File: config.mk
export PLATFORM = sky130hd
export DESIGN_NAME = dual_rail_phase_ctrl
export DESIGN_NICKNAME = d
export VERILOG_FILES = /design/src/rtl/dr_pkg.sv /design/src/rtl/dr_lfsr.sv /design/src/rtl/dual_rail_phase_ctrl.sv
export SDC_FILE = /design/constraint.sdc
export NUM_CORES = 1
export LEC_CHECK = 0
export BUFFER_PORTS_ARGS = -buffer_cell sky130_fd_sc_hd__buf_2
export CORE_MARGIN = 1.5
export CORE_UTILIZATION = 50
export DETAILED_ROUTE_END_ITERATION = 7
export GPL_TIMING_DRIVEN = 0
export PLACE_DENSITY = 0.76
export SLEW_MARGIN = 20
export SYNTH_ARGS = -nofsm -noshare
export SYNTH_HDL_FRONTEND = slang
export SYNTH_SLANG_ARGS = --single-unit
File: constraint.sdc
create_clock -name clk -period 5.67 [get_ports clk]
set_input_delay 0.567 -clock clk [delete_from_list [all_inputs] [get_ports clk]]
set_output_delay 0.567 -clock clk [all_outputs]
set_load 0.02 [all_outputs]
File: src/rtl/dr_pkg.sv
`default_nettype none
// +----------------------------------------------------------------------------+
// | dr_pkg: shared types, rail codes and rail-pair reductions for the         |
// |         dual-rail precharge/evaluate sequencer.                           |
// | Rev 1.0                                                                    |
// +----------------------------------------------------------------------------+
package dr_pkg;

  typedef enum logic [2:0] {
    ST_IDLE  = 3'd0,
    ST_PRE   = 3'd1,
    ST_EVAL  = 3'd2,
    ST_HOLD  = 3'd3,
    ST_FAULT = 3'd4
  } dr_state_t;

  localparam logic [1:0] SPACER  = 2'b00;
  localparam logic [1:0] ILLEGAL = 2'b11;

  localparam logic [1:0] FC_NONE     = 2'b00;
  localparam logic [1:0] FC_ILLEGAL  = 2'b01;
  localparam logic [1:0] FC_EVAL_TMO = 2'b10;
  localparam logic [1:0] FC_PRE_TMO  = 2'b11;

  // Galois taps for x^16 + x^14 + x^13 + x^11 + 1 (right-shifting form).
  localparam logic [15:0] LFSR_SEED = 16'hACE1;
  localparam logic [15:0] LFSR_TAPS = 16'hB400;

  // Reductions accept up to MAX_PAIRS pairs; only the low w pairs are examined.
  localparam int MAX_PAIRS = 64;

  function automatic logic all_spacer(input logic [MAX_PAIRS-1:0] t,
                                      input logic [MAX_PAIRS-1:0] f,
                                      input int w);
    logic r;
    r = 1'b1;
    for (int i = 0; i < MAX_PAIRS; i++)
      if (i < w && {t[i], f[i]} != SPACER) r = 1'b0;
    return r;
  endfunction

  function automatic logic all_complete(input logic [MAX_PAIRS-1:0] t,
                                        input logic [MAX_PAIRS-1:0] f,
                                        input int w);
    logic r;
    r = 1'b1;
    for (int i = 0; i < MAX_PAIRS; i++)
      if (i < w && ({t[i], f[i]} == SPACER || {t[i], f[i]} == ILLEGAL)) r = 1'b0;
    return r;
  endfunction

  function automatic logic any_illegal(input logic [MAX_PAIRS-1:0] t,
                                       input logic [MAX_PAIRS-1:0] f,
                                       input int w);
    logic r;
    r = 1'b0;
    for (int i = 0; i < MAX_PAIRS; i++)
      if (i < w && {t[i], f[i]} == ILLEGAL) r = 1'b1;
    return r;
  endfunction

endpackage
`default_nettype wire

File: src/rtl/dr_lfsr.sv
`default_nettype none
// +----------------------------------------------------------------------------+
// | dr_lfsr: 16-bit Galois LFSR providing the random precharge extension.     |
// |          Only instantiated when DR_RANDOM_DELAY_EN is defined.            |
// | Rev 1.0                                                                    |
// +----------------------------------------------------------------------------+
module dr_lfsr
  import dr_pkg::*;
(
  input  logic       clk,
  input  logic       rst_n,
  input  logic       i_en,
  output logic [1:0] o_lfsr_low
);

  logic [15:0] r_lfsr;

  always_ff @(posedge clk or negedge rst_n) begin
    if (!rst_n)
      r_lfsr <= LFSR_SEED;
    else if (i_en)
      r_lfsr <= (r_lfsr >> 1) ^ (r_lfsr[0] ? LFSR_TAPS : 16'h0000);
  end

  assign o_lfsr_low = r_lfsr[1:0];

endmodule
`default_nettype wire

File: src/rtl/dual_rail_phase_ctrl.sv
`default_nettype none
// +----------------------------------------------------------------------------+
// | dual_rail_phase_ctrl: precharge/evaluate sequencer for a dual-rail masked |
// |   datapath with completion detection and sticky fault reporting.          |
// |   Optional macro DR_RANDOM_DELAY_EN adds a random 0..3 cycle PRE stretch. |
// | Rev 1.0                                                                    |
// +----------------------------------------------------------------------------+
module dual_rail_phase_ctrl
  import dr_pkg::*;
#(
  parameter int IN_W       = 8,
  parameter int OUT_W      = 8,
  parameter int PRE_CYCLES = 2,
  parameter int TMO_MAX    = 15
) (
  input  logic             clk,
  input  logic             rst_n,
  input  logic             in_valid,
  output logic             in_ready,
  input  logic [IN_W-1:0]  in_data,
  output logic [IN_W-1:0]  dr_t,
  output logic [IN_W-1:0]  dr_f,
  input  logic [OUT_W-1:0] res_t,
  input  logic [OUT_W-1:0] res_f,
  output logic             out_valid,
  input  logic             out_ready,
  output logic [OUT_W-1:0] out_data,
  output logic             fault,
  output logic [1:0]       fault_code,
  input  logic             fault_clr
);

  localparam int c_PRE_MIN = PRE_CYCLES - 1;
  localparam int c_TMO_LIM = TMO_MAX - 1;

  dr_state_t        r_state, w_state_nxt;
  logic [7:0]       r_cnt, w_cnt_nxt, w_cnt_inc;
  logic [IN_W-1:0]  r_op;
  logic [OUT_W-1:0] r_out_data, w_data_nxt;
  logic [1:0]       r_fault_code, w_code_nxt;
  logic [IN_W-1:0]  r_dr_t, r_dr_f;
  logic             r_out_valid, r_fault;
  logic             w_accept, w_spacer, w_complete, w_illegal;
  logic             w_pre_done, w_pre_tmo, w_eval_tmo, w_drive;
  logic [1:0]       w_extra;
  int               w_extra_i;

`ifdef DR_RANDOM_DELAY_EN
  logic [1:0] w_lfsr_low;
  logic [1:0] r_extra;

  dr_lfsr u_lfsr (
    .clk        (clk),
    .rst_n      (rst_n),
    .i_en       (1'b1),
    .o_lfsr_low (w_lfsr_low)
  );

  always_ff @(posedge clk or negedge rst_n) begin
    if (!rst_n)        r_extra <= 2'd0;
    else if (w_accept) r_extra <= w_lfsr_low;
  end

  assign w_extra = r_extra;
`else
  assign w_extra = 2'd0;
`endif

  assign w_extra_i  = int'(w_extra);
  assign w_spacer   = all_spacer(MAX_PAIRS'(res_t), MAX_PAIRS'(res_f), OUT_W);
  assign w_complete = all_complete(MAX_PAIRS'(res_t), MAX_PAIRS'(res_f), OUT_W);
  assign w_illegal  = any_illegal(MAX_PAIRS'(res_t), MAX_PAIRS'(res_f), OUT_W);
  assign w_cnt_inc  = (r_cnt == 8'hFF) ? r_cnt : r_cnt + 8'd1;
  assign w_pre_done = w_spacer && (int'(r_cnt) >= c_PRE_MIN + w_extra_i);
  assign w_pre_tmo  = int'(r_cnt) >= c_TMO_LIM + w_extra_i;
  assign w_eval_tmo = int'(r_cnt) >= c_TMO_LIM;

  // Illegal codes outrank timeouts, which outrank normal advance.
  always_comb begin
    w_state_nxt = r_state;
    w_cnt_nxt   = r_cnt;
    w_code_nxt  = r_fault_code;
    w_data_nxt  = r_out_data;
    w_accept    = 1'b0;
    case (r_state)
      ST_IDLE: begin
        if (in_valid) begin
          w_accept    = 1'b1;
          w_cnt_nxt   = 8'd0;
          w_state_nxt = ST_PRE;
        end
      end
      ST_PRE: begin
        if (w_illegal) begin
          w_state_nxt = ST_FAULT;
          w_code_nxt  = FC_ILLEGAL;
        end else if (!w_pre_done && w_pre_tmo) begin
          w_state_nxt = ST_FAULT;
          w_code_nxt  = FC_PRE_TMO;
        end else if (w_pre_done) begin
          w_state_nxt = ST_EVAL;
          w_cnt_nxt   = 8'd0;
        end else begin
          w_cnt_nxt   = w_cnt_inc;
        end
      end
      ST_EVAL: begin
        if (w_illegal) begin
          w_state_nxt = ST_FAULT;
          w_code_nxt  = FC_ILLEGAL;
        end else if (!w_complete && w_eval_tmo) begin
          w_state_nxt = ST_FAULT;
          w_code_nxt  = FC_EVAL_TMO;
        end else if (w_complete) begin
          w_state_nxt = ST_HOLD;
          w_data_nxt  = res_t;
        end else begin
          w_cnt_nxt   = w_cnt_inc;
        end
      end
      ST_HOLD: begin
        if (w_illegal) begin
          w_state_nxt = ST_FAULT;
          w_code_nxt  = FC_ILLEGAL;
        end else if (out_ready) begin
          w_state_nxt = ST_IDLE;
        end
      end
      ST_FAULT: begin
        if (fault_clr) begin
          w_state_nxt = ST_IDLE;
          w_code_nxt  = FC_NONE;
        end
      end
      default: w_state_nxt = ST_IDLE;
    endcase
  end

  // Outputs are registered from the next state so rails change with the state.
  assign w_drive = (w_state_nxt == ST_EVAL) || (w_state_nxt == ST_HOLD);

  always_ff @(posedge clk or negedge rst_n) begin
    if (!rst_n) begin
      r_state      <= ST_IDLE;
      r_cnt        <= 8'd0;
      r_op         <= '0;
      r_out_data   <= '0;
      r_fault_code <= FC_NONE;
      r_dr_t       <= '0;
      r_dr_f       <= '0;
      r_out_valid  <= 1'b0;
      r_fault      <= 1'b0;
    end else begin
      r_state      <= w_state_nxt;
      r_cnt        <= w_cnt_nxt;
      r_out_data   <= w_data_nxt;
      r_fault_code <= w_code_nxt;
      if (w_accept) r_op <= in_data;
      r_dr_t       <= w_drive ? r_op  : '0;
      r_dr_f       <= w_drive ? ~r_op : '0;
      r_out_valid  <= (w_state_nxt == ST_HOLD);
      r_fault      <= (w_state_nxt == ST_FAULT);
    end
  end

  assign in_ready   = (r_state == ST_IDLE);
  assign dr_t       = r_dr_t;
  assign dr_f       = r_dr_f;
  assign out_valid  = r_out_valid;
  assign out_data   = r_out_data;
  assign fault      = r_fault;
  assign fault_code = r_fault_code;

endmodule
`default_nettype wire

==> metrics.cfg, run 1 <==
[run_status]
status = completed

[clocking]
cts_tree = built
holdBufCountCts = 0
post_cts_buffers = 0
cts_buffer_depth = 2
htree_num_levels = 2
clkSinkCount = 47
cts_root_buffer = clkbuf_8
ctsResizeCount = 0
cts.clk_slew.worst_paths_ns = 0.09
cts_buffers = 5
clock_latency_ns = 0.30

[sta]
tns_ns = 0
period_share_pct = 44.2
min_period_ns = 2.51
fin_skew_ns = 0.00999
rsz0062_at_grt = false
slew_headroom_pct = 60.8
max_freq_mhz = 399
maxSlewViolCount = 0
finalWorstSetupSlack_ns = 3.16
hold_ws_ns = 0.250
finalSetupViolations = 0
hold_viol = 0
tightest_slew_ns = 0.588

[hold_path]
hp-class = primary input to asynchronous set/reset pin

[synthesis]
synthTopCellsByArea = dfrtp_1, ha_1, mux2_2, inv_1, nor2_1
yosys-top-cells-count = dfrtp_1, inv_1, ha_1
synthXorXnorAreaFrac_pct = 0
ys_seq_area_share_pct = 50.9
synthSimpleGateAreaFrac_pct = 18.1
synth_top_family_by_area = simple AND/OR/NAND/NOR gates
synth-edff-count = 0
synth_top_area_cell = dfrtp_1
ys_types = 44
avgSynthCellArea_um2 = 10.7
synth_mux_area_share_pct = 5.74
synth_warnings = 0
synth_flop_cell = dfrtp_1
async_flop_share_pct = 100
synthCells = 215
synthAdderAreaFrac_pct = 10.8
synth-compound-area-share_pct = 9.59
ys_ff_latch = 47
synth.top_cell.area_share_pct = 50.9
syn-num-nets = 264
yosysMostFrequentCell = dfrtp_1
synthesis.area_um2 = 2310

[cells_and_area]
area_growth_pct = 20.3
fillers = 396
drive_gt1_share_pct = 30.7
finalNetCount = 328
final_area_um2 = 2780
antenna_cells = 0
fin_cells = 332

[grt]
grt_antenna_before_repair = 0
grt_pass1_wl_um = 7440
grt_use_total_pct = 18.8
grt_pass1_vias = 1635
grt_start_max_net_pins = 48
overflow = 0

[worst_setup_path]
slowest_delay_ns = 0.44
crit_chain = inv_1 -> ha_1 -> nor4b_1 -> a211oi_1 -> nand3_1 -> nand2_1 -> nor2_1 -> clkbuf_1 -> nor2_1
reg2reg_to = dr_f[7]$_DFF_PN0_
r2r_cells = 9
crit_slowest_cell = dfrtp_1
r2r_start = r_cnt[1]$_DFFE_PN0P_
crit_path_max_fanout = 10
reg2reg_slack_ns = 3.16
cpMostUsedCell = nor2_1
worstPathRequired_ns = 5.84
worstPathArrival_ns = 2.67
path_class = register to register
cp-start-kind = register
end_kind = register

[detailed_routing]
num_vias = 1730
via_per_inst = 5.21
ant_nets = 0
routed_wl_um = 4410
first_pass_iters = 4
drcViolationCount = 0
drtIter0Drc = 58
avgRoutedWirePerCell_um = 13.3

[place]
dpl_cell_area_um2 = 2660
place_ws_ns = 2.98
gp_congestion = 0.793
port_buffers = 57
hpwl_um = 3280
dp_cells = 324

[floorplanning]
io_pins = 58
core_um2 = 4410
fp.dieH_um = 71.0
fp.dieArea_um2 = 5040
rows = 24
initial_core_util_pct = 52.3
die_w_um = 71.0

[power_and_ir_drop]
powerDensity_nw_per_um2 = 333
worst_ir_drop_vdd_mv = 0.166
p_leak_nw = 1.51

[job]
maxCapViolations = 0

## report_power, final
| group | internal, W | switching (W) | leakage [nW] |
|---|---|---|---|
| combinational | 0.000117 | 0.000136 | 0.818 |
| sequential | 0.000384 | 0.0000371 | 0.630 |
| clock | 0.000134 | 0.000116 | 0.0587 |
| total | 0.000635 | 0.000289 | 1.51 |
## placed cells by master (no fill, tap or decap), drive strengths merged, types with 10 or more instances in the layout
cell    synthesis  layout
buf             2      59
dfrtp          47      47
inv            21      22
ha             20      20
nor2           19      19
nand2          17      17
nor2b          11      11
mux2           10      10
o21ai          10      10
clkbuf          5      10
## worst max path at each step
| stage | from | endpoint | slack, ns | depth (start not counted) |
|---|---|---|---|---|
| 2_1_floorplan | res_t[0] | out_data[6]$_DFFE_PN0P_ | 3.39 | 10 |
| 3_3_place_gp | res_t[4] | out_data[6]$_DFFE_PN0P_ | 3.02 | 11 |
| 3_5_place_dp | res_t[4] | out_data[6]$_DFFE_PN0P_ | 2.98 | 11 |
| 4_1_cts | r_cnt[1]$_DFFE_PN0P_ | dr_t[6]$_DFF_PN0_ | 3.14 | 9 |
| 5_1_grt | r_cnt[1]$_DFFE_PN0P_ | dr_t[6]$_DFF_PN0_ | 2.89 | 9 |
| 6_report | r_cnt[1]$_DFFE_PN0P_ | dr_f[7]$_DFF_PN0_ | 3.16 | 9 |
## flip-flops by register name, indices dropped and copies added (netlist names)
name        cells
fault           1
r_cnt           8
out_valid       1
fault_code      2
r_state         3
dr_f            8
r_op            8
out_data        8
dr_t            8
## worst max-delay path: cells and delay by family, from the launching register on
| family | cells | cell delay, ns |
|---|---|---|
| AND/OR/NAND/NOR | 5 | 1.02 |
| buffers and inverters | 2 | 0.53 |
| flip-flops | 1 | 0.44 |
| adder cells (fa/ha/maj) | 1 | 0.19 |
| AO/OA/AOI/OAI | 1 | 0.19 |
## stage by stage
| step | total power (W) | util (%) |
|---|---|---|
| final | 0.000924 | 63.0 |
| after global routing | 0.000983 | 63.0 |
| after CTS | 0.000934 | 62.9 |
| after detailed placement | 0.000681 | 60.3 |
| after global placement | 0.000670 | 60.3 |
| after floorplan | 0.000609 | - |
## kinds of logic (layout without fill, tap and decap cells)
| family | after synthesis | in the layout |
|---|---|---|
| and+or+nand+nor | 78 | 78 |
| DFF | 47 | 47 |
| AOI/OAI and AO/OA | 30 | 30 |
| buffers and inverters | 28 | 93 |
| adders and majority gates | 20 | 20 |
| muxes | 12 | 12 |
## area by class of cell
class,count,area (um2),share of cell area [%]
buffer,7,32.5,1.17
timing repair buffer,57,288,10.4
clock inverter,3,47.5,1.71
sequential,47,1180,42.3
tap,52,65.1,2.34
multi-input combinational,140,1020,36.8
inverter,21,78.8,2.84
clock buffer,5,68.8,2.48
## layer usage
metal	part of all wire, %	track usage (%)	wire length [um]	vias to the layer above
met3	4.8	4.13	211	5
met2	47	30.8	2070	43
met5	0	0	0	-
met4	1.3	5.87	57	0
met1	47	24.9	2070	820
li1	-	-	-	862
No activity file was read; power rests on OpenSTA's default activity.
==> run 2: changes to the inputs <==
Settings changed: CORE_UTILIZATION 50 to 47, PLACE_DENSITY 0.76 to 0.75.
Clock period 5.67 ns to 2.2 ns, I/O delays scaled along.
==> run 2 against run 1 <==
  * Sequential power rose to 2.6 times the previous value
  * Core utilization decreased by 0.97 points
  * Critical path type unchanged
  * Critical path depth unchanged
  * Register-to-register slack worse by 3.1 ns
  * Fmax is 18% higher
  * Largest cell class unchanged
  * Routed wire length grew 4.2%
  * Final area is 5.4% higher
  * Global-route usage fell by 0.87 points
  * Highest routed layer unchanged
  * Clock skew is 0.0031 ns lower
  * Flip-flop and latch count unchanged
  * Die area up 6.1%
  * Largest power group unchanged
==> metrics.cfg, run 2 (synthesis gave the netlist of run 1 again) <==
[run_status]
status = completed

[grt]
grt_antenna_before_repair = 0
grt_start_max_net_pins = 48
grt_pass1_vias = 1684
grt_pass1_wl_um = 7370
grt_use_total_pct = 17.9
overflow = 0

[clocking]
clock_latency_ns = 0.30
cts_buffers = 5
htree_num_levels = 2
clkSinkCount = 47
cts_buffer_depth = 2
cts.clk_slew.worst_paths_ns = 0.09
cts_root_buffer = clkbuf_8
cts_tree = built

[power_and_ir_drop]
worst_ir_drop_vdd_mv = 0.485
powerDensity_nw_per_um2 = 857
p_leak_nw = 1.56

[detailed_routing]
first_pass_iters = 4
ant_nets = 0
num_vias = 1781
avgRoutedWirePerCell_um = 13.0
via_per_inst = 5.03
routed_wl_um = 4590
drcViolationCount = 0
drtIter0Drc = 61

[worst_setup_path]
crit_path_max_fanout = 4
slowest_delay_ns = 0.42
cp-start-kind = register
worstPathArrival_ns = 2.31
r2r_start = r_cnt[1]$_DFFE_PN0P_
end_kind = register
crit_chain = inv_2 -> ha_1 -> nor4b_2 -> a211oi_2 -> buf_4 -> nand3_1 -> a22oi_2 -> a211oi_2 -> mux2_4
crit_buf_inv = 2
worstPathRequired_ns = 2.39
cpLargestDelayFamily = compound AO/OA/AOI/OAI gates
crit_start = r_cnt[1]$_DFFE_PN0P_
crit_slowest_cell = dfrtp_1
cpMostUsedCell = a211oi_2
path_class = register to register

[sta]
slew_headroom_pct = 61.2
tns_ns = 0
period_share_pct = 96.7
max_freq_mhz = 470
maxSlewViolCount = 0
min_period_ns = 2.13
hold_viol = 0
tightest_slew_ns = 0.582
finalSetupViolations = 0
hold_ws_ns = 0.148
fin_skew_ns = 0.00688

[place]
hpwl_um = 3160
port_buffers = 57
gp_congestion = 0.846

[cells_and_area]
area_growth_pct = 26.8
fillers = 399
final_core_util_pct = 62.0
drive_gt1_share_pct = 36.2
final_common_cell = buf_2
finalNetCount = 335
antenna_cells = 0
layout_common_cells = buf_2, dfrtp_1, ha_1

[floorplanning]
core_um2 = 4720
initial_core_util_pct = 48.9
fp.dieArea_um2 = 5340
rows = 25
io_pins = 58
die_w_um = 73.1
fp.dieH_um = 73.1

[hold_path]
worstHoldStart = in_data[1]
hp-class = primary input to register

[job]
maxCapViolations = 0

run 2: changes by cell type in the layout (fill, tap and decap cells not counted), sizes merged:
cell,previous run,this run
clkbuf,10,8
dlygate4sd3,0,1
buf,59,67
run 2: cell type report:
cell class	count	area, um2	area share (%)
multi-input cells	140	1090	37.2
clock buffers	5	68.8	2.35
repair buffers	65	350	12.0
plain buffers	6	32.5	1.11
clock inverters	3	47.5	1.62
flip-flops and latches	47	1180	40.2
well taps	67	83.8	2.86
inverters	21	78.8	2.69
run 2: worst paths after layout:
path                                             end  slack, ns  depth (start not counted)
min in group asynchronous       r_cnt[0]$_DFFE_PN0P_       0.44                          2
max                        fault_code[1]$_DFFE_PN0P_       0.07                          9
max reg2reg                fault_code[1]$_DFFE_PN0P_       0.07                          9
min reg2reg                        dr_f[6]$_DFF_PN0_       0.43                          1
min                              r_op[1]$_DFFE_PN0P_       0.15                          2
max in group asynchronous       r_state[1]$_DFF_PN0_       1.34                          2
run 2: worst reg2reg max path, stage by stage (launching register included):
cell and delay [ns]:
dfrtp_1 0.42, inv_2 0.08, ha_1 0.19, nor4b_2 0.27, a211oi_2 0.10, buf_4 0.17
nand3_1 0.12, a22oi_2 0.08, a211oi_2 0.26, mux2_4 0.33
run 2: layer usage:
| layer | track usage [%] | wire (um) | up-vias |
|---|---|---|---|
| li1 | - | - | 874 |
| met5 | 0 | 0 | - |
| met2 | 31.2 | 2270 | 43 |
| met3 | 3.45 | 182 | 10 |
| met1 | 21.8 | 2050 | 854 |
| met4 | 6.50 | 92 | 0 |
run 2: report_power, final:
part	switching (W)	internal (W)
logic	0.000371	0.000387
registers	0.000116	0.000990
clock network	0.000300	0.000344
total	0.000787	0.00172
run 2: through the flow:
step	setup slack (ns)	instance area, um2	power [W]	std cells
floorplan	0.148	2310	0.00157	215
finish	0.0728	2930	0.00251	354
CTS	0.00536	2830	0.00244	349
global placement	-0.232	2680	0.00172	339
detailed placement	-0.285	2680	0.00175	339
global route	-0.0392	2930	0.00266	354
run 2: repair_timing:
item                                   4_1_cts  5_1_grt
gates cloned                                 0        0
pin swaps                                    1        4
setup endpoints to repair                   19       27
hold buffers                                 0        1
endpoints found under the hold margin        0       47
gates resized for setup                      5       14
buffers inserted                             2        5
